--- src/rtl/add_flag_pipe.sv ---
// ============================================================================
// add_flag_pipe
//
// Pipelined adder that also reports status flags. Each operand pair is
// extended to the result width and added. The result y and the carry,
// overflow, zero and negative flags leave through a valid/ready pipeline
// of LATENCY register stages. All arithmetic is done in front of stage 0.
// Later stages only move the finished result along.
//
// Optional feature macro:
//   ADD_FLAG_SAT_EN  - when defined, an overflowing result saturates
//                      (signed: to max positive / min negative, unsigned:
//                      to all ones). flag_c / flag_v still report the raw
//                      overflow, and flag_z / flag_n follow the saturated y.
//
// Parameters:
//   A_SIGNED, B_SIGNED  operand signedness (sign extension only if both set)
//   A_WIDTH, B_WIDTH    operand widths
//   Y_WIDTH             result width, 1..48
//   LATENCY             register stages from accept to output, 1..3
//
// Ports:
//   clk        clock, all state on the rising edge
//   rst_n      synchronous active-low reset
//   in_valid   operand pair valid
//   in_ready   pipeline can accept a pair this cycle
//   a, b       operands
//   out_valid  result valid
//   out_ready  consumer accepts the result
//   y          sum (wrapped, or saturated with ADD_FLAG_SAT_EN)
//   flag_c     unsigned carry-out
//   flag_v     signed overflow
//   flag_z     y is all zero
//   flag_n     y MSB
// ============================================================================
module add_flag_pipe #(
  parameter int A_SIGNED = 0,
  parameter int B_SIGNED = 0,
  parameter int A_WIDTH  = 1,
  parameter int B_WIDTH  = 1,
  parameter int Y_WIDTH  = 1,
  parameter int LATENCY  = 1
) (
  input  logic               clk,
  input  logic               rst_n,
  input  logic               in_valid,
  output logic               in_ready,
  input  logic [A_WIDTH-1:0] a,
  input  logic [B_WIDTH-1:0] b,
  output logic               out_valid,
  input  logic               out_ready,
  output logic [Y_WIDTH-1:0] y,
  output logic               flag_c,
  output logic               flag_v,
  output logic               flag_z,
  output logic               flag_n
);

  // Sign extension only applies when both operands are signed.
  localparam bit EXT_SIGNED = (A_SIGNED != 0) && (B_SIGNED != 0);
  localparam int MAX_AB     = (A_WIDTH > B_WIDTH) ? A_WIDTH : B_WIDTH;
  localparam int MAXW       = (MAX_AB > Y_WIDTH) ? MAX_AB : Y_WIDTH;
  // Stage payload: {y, c, v, z, n}
  localparam int DW         = Y_WIDTH + 4;

  logic [MAXW-1:0]    w_aWide;
  logic [MAXW-1:0]    w_bWide;
  logic [Y_WIDTH-1:0] w_aExt;
  logic [Y_WIDTH-1:0] w_bExt;
  logic [Y_WIDTH:0]   w_sum;
  logic [Y_WIDTH-1:0] w_yRaw;
  logic [Y_WIDTH-1:0] w_yFinal;
  logic               w_carry;
  logic               w_ovf;
  logic               w_zero;
  logic               w_neg;
  logic [DW-1:0]      w_stage0Data;
  logic [DW-1:0]      w_outData;

  logic [2:0]         r_valid;
  logic [DW-1:0]      r_data0;
  logic [DW-1:0]      r_data1;
  logic [DW-1:0]      r_data2;

  logic               w_ready0;
  logic               w_ready1;
  logic               w_ready2;

  // Widen both operands to a common width. Narrow operands get extended.
  // Wide operands get truncated later, when the low Y_WIDTH bits are taken.
  always_comb begin
    if (EXT_SIGNED) begin
      w_aWide = MAXW'($signed(a));
      w_bWide = MAXW'($signed(b));
    end else begin
      w_aWide = MAXW'(a);
      w_bWide = MAXW'(b);
    end
  end

  assign w_aExt  = w_aWide[Y_WIDTH-1:0];
  assign w_bExt  = w_bWide[Y_WIDTH-1:0];
  assign w_sum   = {1'b0, w_aExt} + {1'b0, w_bExt};
  assign w_yRaw  = w_sum[Y_WIDTH-1:0];
  assign w_carry = w_sum[Y_WIDTH];

  // Overflow means both operands have the same MSB and the result MSB differs.
  // This is computed the same way in signed and unsigned mode.
  assign w_ovf = (w_aExt[Y_WIDTH-1] == w_bExt[Y_WIDTH-1]) &&
                 (w_yRaw[Y_WIDTH-1] != w_aExt[Y_WIDTH-1]);

`ifdef ADD_FLAG_SAT_EN
  // Clamp an overflowing result. In signed mode the sign of the operands
  // picks the rail. In unsigned mode only carry-out saturates, to all ones.
  always_comb begin
    w_yFinal = w_yRaw;
    if (EXT_SIGNED && w_ovf) begin
      w_yFinal              = {Y_WIDTH{~w_aExt[Y_WIDTH-1]}};
      w_yFinal[Y_WIDTH-1]   = w_aExt[Y_WIDTH-1];
    end else if (!EXT_SIGNED && w_carry) begin
      w_yFinal = '1;
    end
  end
`else
  assign w_yFinal = w_yRaw;
`endif

  // Zero and negative flags follow the value that is actually delivered.
  assign w_zero       = (w_yFinal == '0);
  assign w_neg        = w_yFinal[Y_WIDTH-1];
  assign w_stage0Data = {w_yFinal, w_carry, w_ovf, w_zero, w_neg};

  // Backward ready chain. A stage can load when it is empty or when its
  // content leaves this cycle, so a full pipe still streams one per cycle.
  // Stages beyond LATENCY read as always-ready and are never loaded.
  always_comb begin
    w_ready0 = 1'b1;
    w_ready1 = 1'b1;
    w_ready2 = 1'b1;
    case (LATENCY)
      1: begin
        w_ready0 = !r_valid[0] || out_ready;
      end
      2: begin
        w_ready1 = !r_valid[1] || out_ready;
        w_ready0 = !r_valid[0] || w_ready1;
      end
      default: begin
        w_ready2 = !r_valid[2] || out_ready;
        w_ready1 = !r_valid[1] || w_ready2;
        w_ready0 = !r_valid[0] || w_ready1;
      end
    endcase
  end

  assign in_ready = w_ready0;

  // Pipeline registers. A stage's payload only changes when new valid data
  // arrives, so a stalled output holds y and the flags steady. Reset clears
  // every valid bit and the payloads, so y and the flags read zero afterwards.
  always_ff @(posedge clk) begin
    if (!rst_n) begin
      r_valid <= '0;
      r_data0 <= '0;
      r_data1 <= '0;
      r_data2 <= '0;
    end else begin
      if (w_ready0) begin
        r_valid[0] <= in_valid;
        if (in_valid) begin
          r_data0 <= w_stage0Data;
        end
      end
      if ((LATENCY >= 2) && w_ready1) begin
        r_valid[1] <= r_valid[0];
        if (r_valid[0]) begin
          r_data1 <= r_data0;
        end
      end
      if ((LATENCY >= 3) && w_ready2) begin
        r_valid[2] <= r_valid[1];
        if (r_valid[1]) begin
          r_data2 <= r_data1;
        end
      end
    end
  end

  // The last populated stage drives the outputs.
  always_comb begin
    w_outData = r_data0;
    out_valid = r_valid[0];
    if (LATENCY == 2) begin
      w_outData = r_data1;
      out_valid = r_valid[1];
    end else if (LATENCY >= 3) begin
      w_outData = r_data2;
      out_valid = r_valid[2];
    end
  end

  assign {y, flag_c, flag_v, flag_z, flag_n} = w_outData;

endmodule

--- config.mk ---
export PLATFORM = sky130hd
export DESIGN_NAME = add_flag_pipe
export DESIGN_NICKNAME = d
export VERILOG_FILES = /design/src/rtl/add_flag_pipe.sv
export SDC_FILE = /design/constraint.sdc
export NUM_CORES = 1
export LEC_CHECK = 0
export CELL_PAD_IN_SITES_DETAIL_PLACEMENT = 1
export CELL_PAD_IN_SITES_GLOBAL_PLACEMENT = 1
export CORE_AREA = 2 2 39 41
export DETAILED_ROUTE_END_ITERATION = 6
export DIE_AREA = 0 0 41 43
export PLACE_DENSITY_LB_ADDON = 0.1
export SYNTH_ARGS = -nofsm -noshare
export SYNTH_HDL_FRONTEND = slang
export SYNTH_SLANG_ARGS = --single-unit
--- constraint.sdc ---
create_clock -name clk -period 1.4 [get_ports clk]
set_input_delay 0.21 -clock clk [delete_from_list [all_inputs] [get_ports clk]]
set_output_delay 0.21 -clock clk [all_outputs]
set_load 0.005 [all_outputs]
* After elaboration in Yosys (flattened, before gate mapping)
Cells that the tools add are included.
** Operators by class
- Add/sub/neg operators :: 1
- $mul :: 0
- Divide/modulo/power cells :: 0
- Magnitude comparators :: 0
- Equal/unequal tests :: 2
- Shift-type cells :: 0
- Multiplexer cells :: 0
- Bitwise gates (word level) :: 1
- Reductions and logical operators :: 4
** Operators with widths (number)
- 1-bit by 1-bit adder with 2-bit output :: 1
- 2-bit AND reduction :: 1
- 1-bit equality test :: 1
- 1-bit logical AND :: 1
- 1-bit zero test :: 1
- 1-bit logical OR :: 1
- 1-bit inequality test :: 1
- 1-bit inverter :: 1
** Word-level totals
- Flip-flop bits (word level) :: 6
- Latch bits :: 0
- Bits in writable memories :: 0
- ROM bits :: 0
- Input port bits :: 6
- Memories kept :: 0

* Depth between registers and ports, before layout
- Depth after elaboration :: 3
- Depth in mapped cells :: 3

* Worst setup path before layout
OpenSTA, ideal clock, no wires.
- Path kind :: register to register
- Start :: register r_valid[0]
- End :: register r_data0[0]
- Setup time :: 0.067 ns
- Data arrival time :: 0.726 ns
- Data required time :: 1.333 ns
- Setup slack :: 0.607 ns
- Stages on the path, launching flop included :: 4
- Clock period less this slack :: 0.793 ns
- Cell sequence :: dfxtp_1 nand2b_4 and2_4 o21ai_2
** Between the ends
- Word-level cells in the longest chain between the ends :: 3
** Ends and longest elaborated chain
- from (decl) :: line 80 : logic [2:0] r_valid;
- from (signal assigned) :: line 169 : r_valid[0] <= in_valid;
- 1-bit zero test
- 1-bit logical OR :: line 142 : w_ready0 = !r_valid[0] || out_ready;
- via in_ready :: line 47 : output logic in_ready,
- 2-bit AND reduction (no source line)
- to (signal assigned) :: line 171 : r_data0 <= w_stage0Data;
- to (decl) :: line 81 : logic [DW-1:0] r_data0;
The timed path passes the listed nets, and every way through them passes these cells.
A chain may end at the register's enable or synchronous reset.

* Final worst setup path
- Start :: register r_valid[0]
- End :: output port out_valid
** RTL lines
- to (decl) :: line 50 : output logic out_valid,
No word-level cell between the ends.

==> reports/results.tsv <==
metric	value	unit
vias in the first global route	158	
Tcrit/Tclk final	94.3	%
# rows	14	
overall power	0.000337	W
DR DRC count	0	
hold crit path type	reg2reg	
global-route wire length before repair	655	um
clock skew	0.00212	ns
hold depth	2	
PortBufs	12	
routability cong.	0.646	
status	finished clean	
pin count of the biggest net entering global routing	8	
Synth area leaders	dfxtp_1 (40%), o21ai_2 (13%), buf_4 (7.5%)	
max cap viols	0	
syn avg cell area	10.0	um^2
Max Root-Sink Buffers	2	
slowest CP cell	clkdlybuf4s50_1	
static leakage	0.138	nW
CTS tree	built	
share of cells above drive strength 1	26.5	%
crit-path max FO	2	
final worst slack	0.0798	ns
Post-Syn Area	200	um^2
worst-path cell chain	clkdlybuf4s50_1	
initial core utilization	14.5	%
CP arrival	1.11	ns
CP Data Required Time	1.19	ns
CP Class	reg2out	
RSZ-0062 raised after global routing	no	
CTS Buf Count	3	
Core ar.	1380	um^2
initial antenna violation count	0	
share of the yosys chip area belonging to registers	40.0	%
I/O Pins	13	
DRT iter0 DRCs	2	
final net count	43	
Placed Instances	47	
most frequent cells in the layout	clkdlybuf4s50_1 (11), dfxtp_1 (4), nand2_1 (3), o21ai_2 (3), clkbuf_4 (3)	
Synth Warn #	0	
Slew headroom	82.0	%
largest area contributor in the netlist	dfxtp_1	
WP depth	1	
family with the most delay on the worst path	buffers and inverters	
antenna diode count	0	
total negative slack	0	ns
Unique masters post-synth	11	
crit start category	flip-flop	
CTS sink cnt	4	
Post-CTS Hold Buffers	0	
DR pass1 iterations	3	
WP buf/inv	1	
setup violators final	0	
Crit path largest cell delay	0.52	ns
Root Driver	clkbuf_4	
Non-Filler Instances	50	
Final min period	1.32	ns
Die Ht	43	um
Via density	3.78	
Final Hold Viols	0	
Synthesized Nets	27	
Syn Inst Count	20	
pre-CTS WS	-0.0942	ns
die area	1760	um^2
H-tree levels	1	
Horiz. Die Dim	41	um
Layout Utilization	25.6	%
Routed WL	463	um
total gr overflow	0	
gr usage total	6.72	%
Final ANT Viol Nets	0	
max-slew violation count	0	
clock slew at reported path FFs	0.04	ns
VDD IR max	0.000323	V
worst skew pair latency	0.23	ns
Crit. End Element	output port	
DR WL/cell	9.26	um
commonest non-fill, non-tap cell in the layout	clkdlybuf4s50_1	
cells on worst reg2reg path	4	
Fmax achieved	757	MHz
#FFs+latches synth	4	
Fill cells	174	
PwrDens	953	nW/um^2
Syn-to-layout area delta	76.9	%
DR vias	189	
post-synth top area share	40.0	%
Tightest Pin Transition	0.269	ns
[cell type report]
| class | instances | area [um^2] | area share, % |
|---|---|---|---|
| Timing Repair Buffer | 13 | 126 | 35.7 |
| Multi-Input combinational cell | 13 | 101 | 28.6 |
| Inverter | 1 | 3.75 | 1.06 |
| Tap cell | 16 | 20.0 | 5.65 |
| Sequential cell | 4 | 80.1 | 22.6 |
| Clock buffer | 3 | 22.5 | 6.36 |
[worst reg2reg max path, delay by kind of cell (launching register included)]
family	cells	cell delay (ns)
AO/OA/AOI/OAI	1	0.12
buffers and inverters	1	0.14
AND/OR/NAND/NOR	2	0.23
flip-flops	1	0.36
[report_power, final]
| part | internal [W] | leakage [nW] | switching [W] | total [W] |
|---|---|---|---|---|
| Sequential | 0.000122 | 0.0330 | 0.00000499 | 0.000127 |
| Combinational | 0.0000444 | 0.0913 | 0.0000230 | 0.0000675 |
| Clock | 0.0000959 | 0.0138 | 0.0000469 | 0.000143 |
| Total | 0.000263 | 0.138 | 0.0000749 | 0.000337 |
[synthesized netlist by cell type]
| cell type | n |
|---|---|
| nand4_1 | 2 |
| nand2b_4 | 1 |
| dfxtp_1 | 4 |
| and2_4 | 1 |
| nand4b_1 | 1 |
| ha_1 | 1 |
| o21ai_2 | 3 |
| inv_1 | 1 |
| nand2_1 | 3 |
| buf_4 | 2 |
| a21boi_0 | 1 |
[logic make-up (layout without fill, tap and decap cells)]
family	Yosys count	count (layout)	synth area share, %
AND/OR/NAND/NOR	8	8	27.5
AO/OA/AOI/OAI	4	4	16.9
adder cells (fa/ha/maj)	1	1	6.25
buffers and inverters	3	17	9.37
flip-flops	4	4	40.0
[metrics by stage]
step | hold slack [ns] | area (um^2)
2_1_floorplan | 0.349 | 200
3_3_place_gp | 0.453 | 333
3_5_place_dp | 0.457 | 333
4_1_cts | 0.468 | 354
5_1_grt | 0.494 | 354
6_report | 0.462 | 354
[state kept, by name, summed over array words and instances (netlist names)]
name     cells
r_data0      3
r_valid      1
[metal layers]
layer | global-route usage, % | share of wire [%] | vias up
li1 | - | - | 99
met1 | 8.01 | 48 | 81
met2 | 6.56 | 43 | 9
met3 | 3.14 | 8.2 | 0
met4 | 10.0 | 0 | 0
met5 | 0 | 0 | -
[repair_timing]
| action | in CTS | in global routing |
|---|---|---|
| endpoints found under the hold margin | 0 | 0 |
| resized for setup | 1 | 0 |
| setup endpoints to repair | 1 | 0 |
| setup buffers | 0 | 0 |
[worst paths after layout]
check	from	to	slack, ns
worst max-delay path	r_valid[0]	out_valid	0.08
worst min-delay path	r_data0[1]	r_data0[1]	0.46
worst max register to register	r_valid[0]	r_data0[1]	0.48
worst min register to register	r_data0[1]	r_data0[1]	0.46
No activity file was read; power rests on OpenSTA's default activity.
==> edit (same flow settings) <==
Add a define of `ADD_FLAG_SAT_EN`.
--- a/src/rtl/add_flag_pipe.sv
+++ b/src/rtl/add_flag_pipe.sv
@@ -34,4 +34,6 @@
 //   flag_n     y MSB
 // ============================================================================
+`define ADD_FLAG_SAT_EN
+
 module add_flag_pipe #(
   parameter int A_SIGNED = 0,
Check against the original RTL: not equivalent (a bounded check fails within 4 cycles, from zero or initial values and one cycle with rst_n low).
==> edit against the unedited design <==
Total power down 0.21%; clock power rose by 3%; area after synthesis fell by 5.6%; hold slack barely moved; maximum frequency rose by 0.18%; first-iteration DRC count increased by 100%; cell area decreased by 3.2%; routed wire length is 4.3% lower; sequential power hardly changed; sequential cell count unchanged; worst setup slack improved by 0.0023 ns.
==> edit: results (changes against the unedited design) <==
[critical_path]
rrSetupSlack_ns = 0.46  ; was 0.48 ns
regToRegEndpoint = r_data0[2]  ; was r_data0[1]
crit_fanout = 3  ; was 2

[synth]
synth_nets = 26  ; was 27
syn_avg_cell_area_sq_um = 9.447  ; was 10.01 sq um
netlist_top_cells_count = dfxtp_1 (4), nand2_1 (4), buf_4 (2), inv_1 (2), mux2i_1 (2)  ; was dfxtp_1 (4), nand2_1 (3), o21ai_2 (3)
synthFlopType = dfxtp_1  ; unchanged
yosysSeqAreaShare_pct = 42.38  ; was 40.00%

[drt]
vias = 188  ; was 189
drt_iter0_markers = 4  ; was 2
drt-total-wl_um = 443  ; was 463 um
dr.pass1.iters = 2  ; was 3
avgRoutedWirePerCell_um = 8.860  ; was 9.260 um

[power]
irDropWorstVdd_mv = 0.2508  ; was 0.3230 mV
leakage_nw = 0.1410  ; was 0.1381 nW

[grt]
grt_max_degree = 6  ; was 8
grtUsageTotal_pct = 6.018  ; was 6.720%
grt_pass1_wl_um = 662  ; was 655 um
grt_pass1_vias = 183  ; was 158

[clock_network]
cts_buffers = 3  ; unchanged
cts_buffer_depth = 2  ; unchanged

[place]
place_ws_ns = -0.08349  ; was -0.09424 ns
port-buffer-count = 12  ; unchanged
place.gp.congestion = 0.6374  ; was 0.6460
dpl.hpwl_um = 382.7

[sta]
whs_ns = 0.4629  ; was 0.4624 ns
clock_skew_ns = 0.006370  ; was 0.002119 ns
fin_crit_sh_pct = 94.14  ; was 94.30%
tightest_slew_ns = 0.1846  ; was 0.2694 ns

[cells_and_area]
fill_cells = 163  ; was 174
drive_above_1_share_pct = 20.59  ; was 26.47%
nets = 42  ; was 43

[outcome]
status = finished, final reports clean  ; unchanged

[worst_hold_path]
whs_endpoint = r_data0[1]  ; unchanged

edit: cell count changes in the layout (fill, tap and decap cells not counted), sizes merged, moves of 2 or more:
cell   change
mux2i      +2
o21ai      -3
nand4      -2
a21oi      +2
edit: metrics by stage:
step / setup TNS, ns / cell area (sq um)
floorplan: 0 / 188.9
global placement: -0.08734 / 321.6
detailed placement: -0.08349 / 321.6
CTS: 0 / 342.8
global route: 0 / 342.8
finish: 0 / 342.8
edit: logic make-up (layout without fill, tap and decap cells):
family                 after synthesis  after routing  synth area share (%)
buffers and inverters                4             18                 11.92
flip-flops                           4              4                 42.39
AO/OA/AOI/OAI                        3              3                 15.23
multiplexers                         2              2                 10.60
AND/OR/NAND/NOR                      7              7                 19.86
edit: final cells by class:
type	count	area [sq um]	area share, %
Multi-Input combinational cell	12	86.33	25.18
Clock buffer	3	22.52	6.569
Sequential cell	4	80.08	23.36
Tap cell	16	20.02	5.839
Inverter	2	7.507	2.190
Timing Repair Buffer	13	126.4	36.86
edit: how the worst max path moves through the flow:
stage | startpoint | end | slack, ns | depth (start not counted)
2_1_floorplan | r_valid[0] | r_data0[1] | 0.60 | 3
3_3_place_gp | out_ready | in_ready | -0.09 | 3
3_5_place_dp | out_ready | in_ready | -0.08 | 3
4_1_cts | r_valid[0] | out_valid | 0.07 | 1
5_1_grt | r_valid[0] | out_valid | 0.04 | 1
6_report | r_data0[0] | y | 0.08 | 1
edit: routing by layer:
layer,vias to the layer above,global-route usage [%],part of all wire [%]
li1,93,-,-
met5,-,0,0
met2,9,9.375,48
met4,0,6.000,0
met1,86,4.487,36
met3,0,3.665,15
edit: power by group:
part / total, mW / internal, mW / switching, mW
Clock: 0.148 / 0.0963 / 0.0519
Combinational: 0.0621 / 0.0413 / 0.0207
Sequential: 0.127 / 0.121 / 0.00531
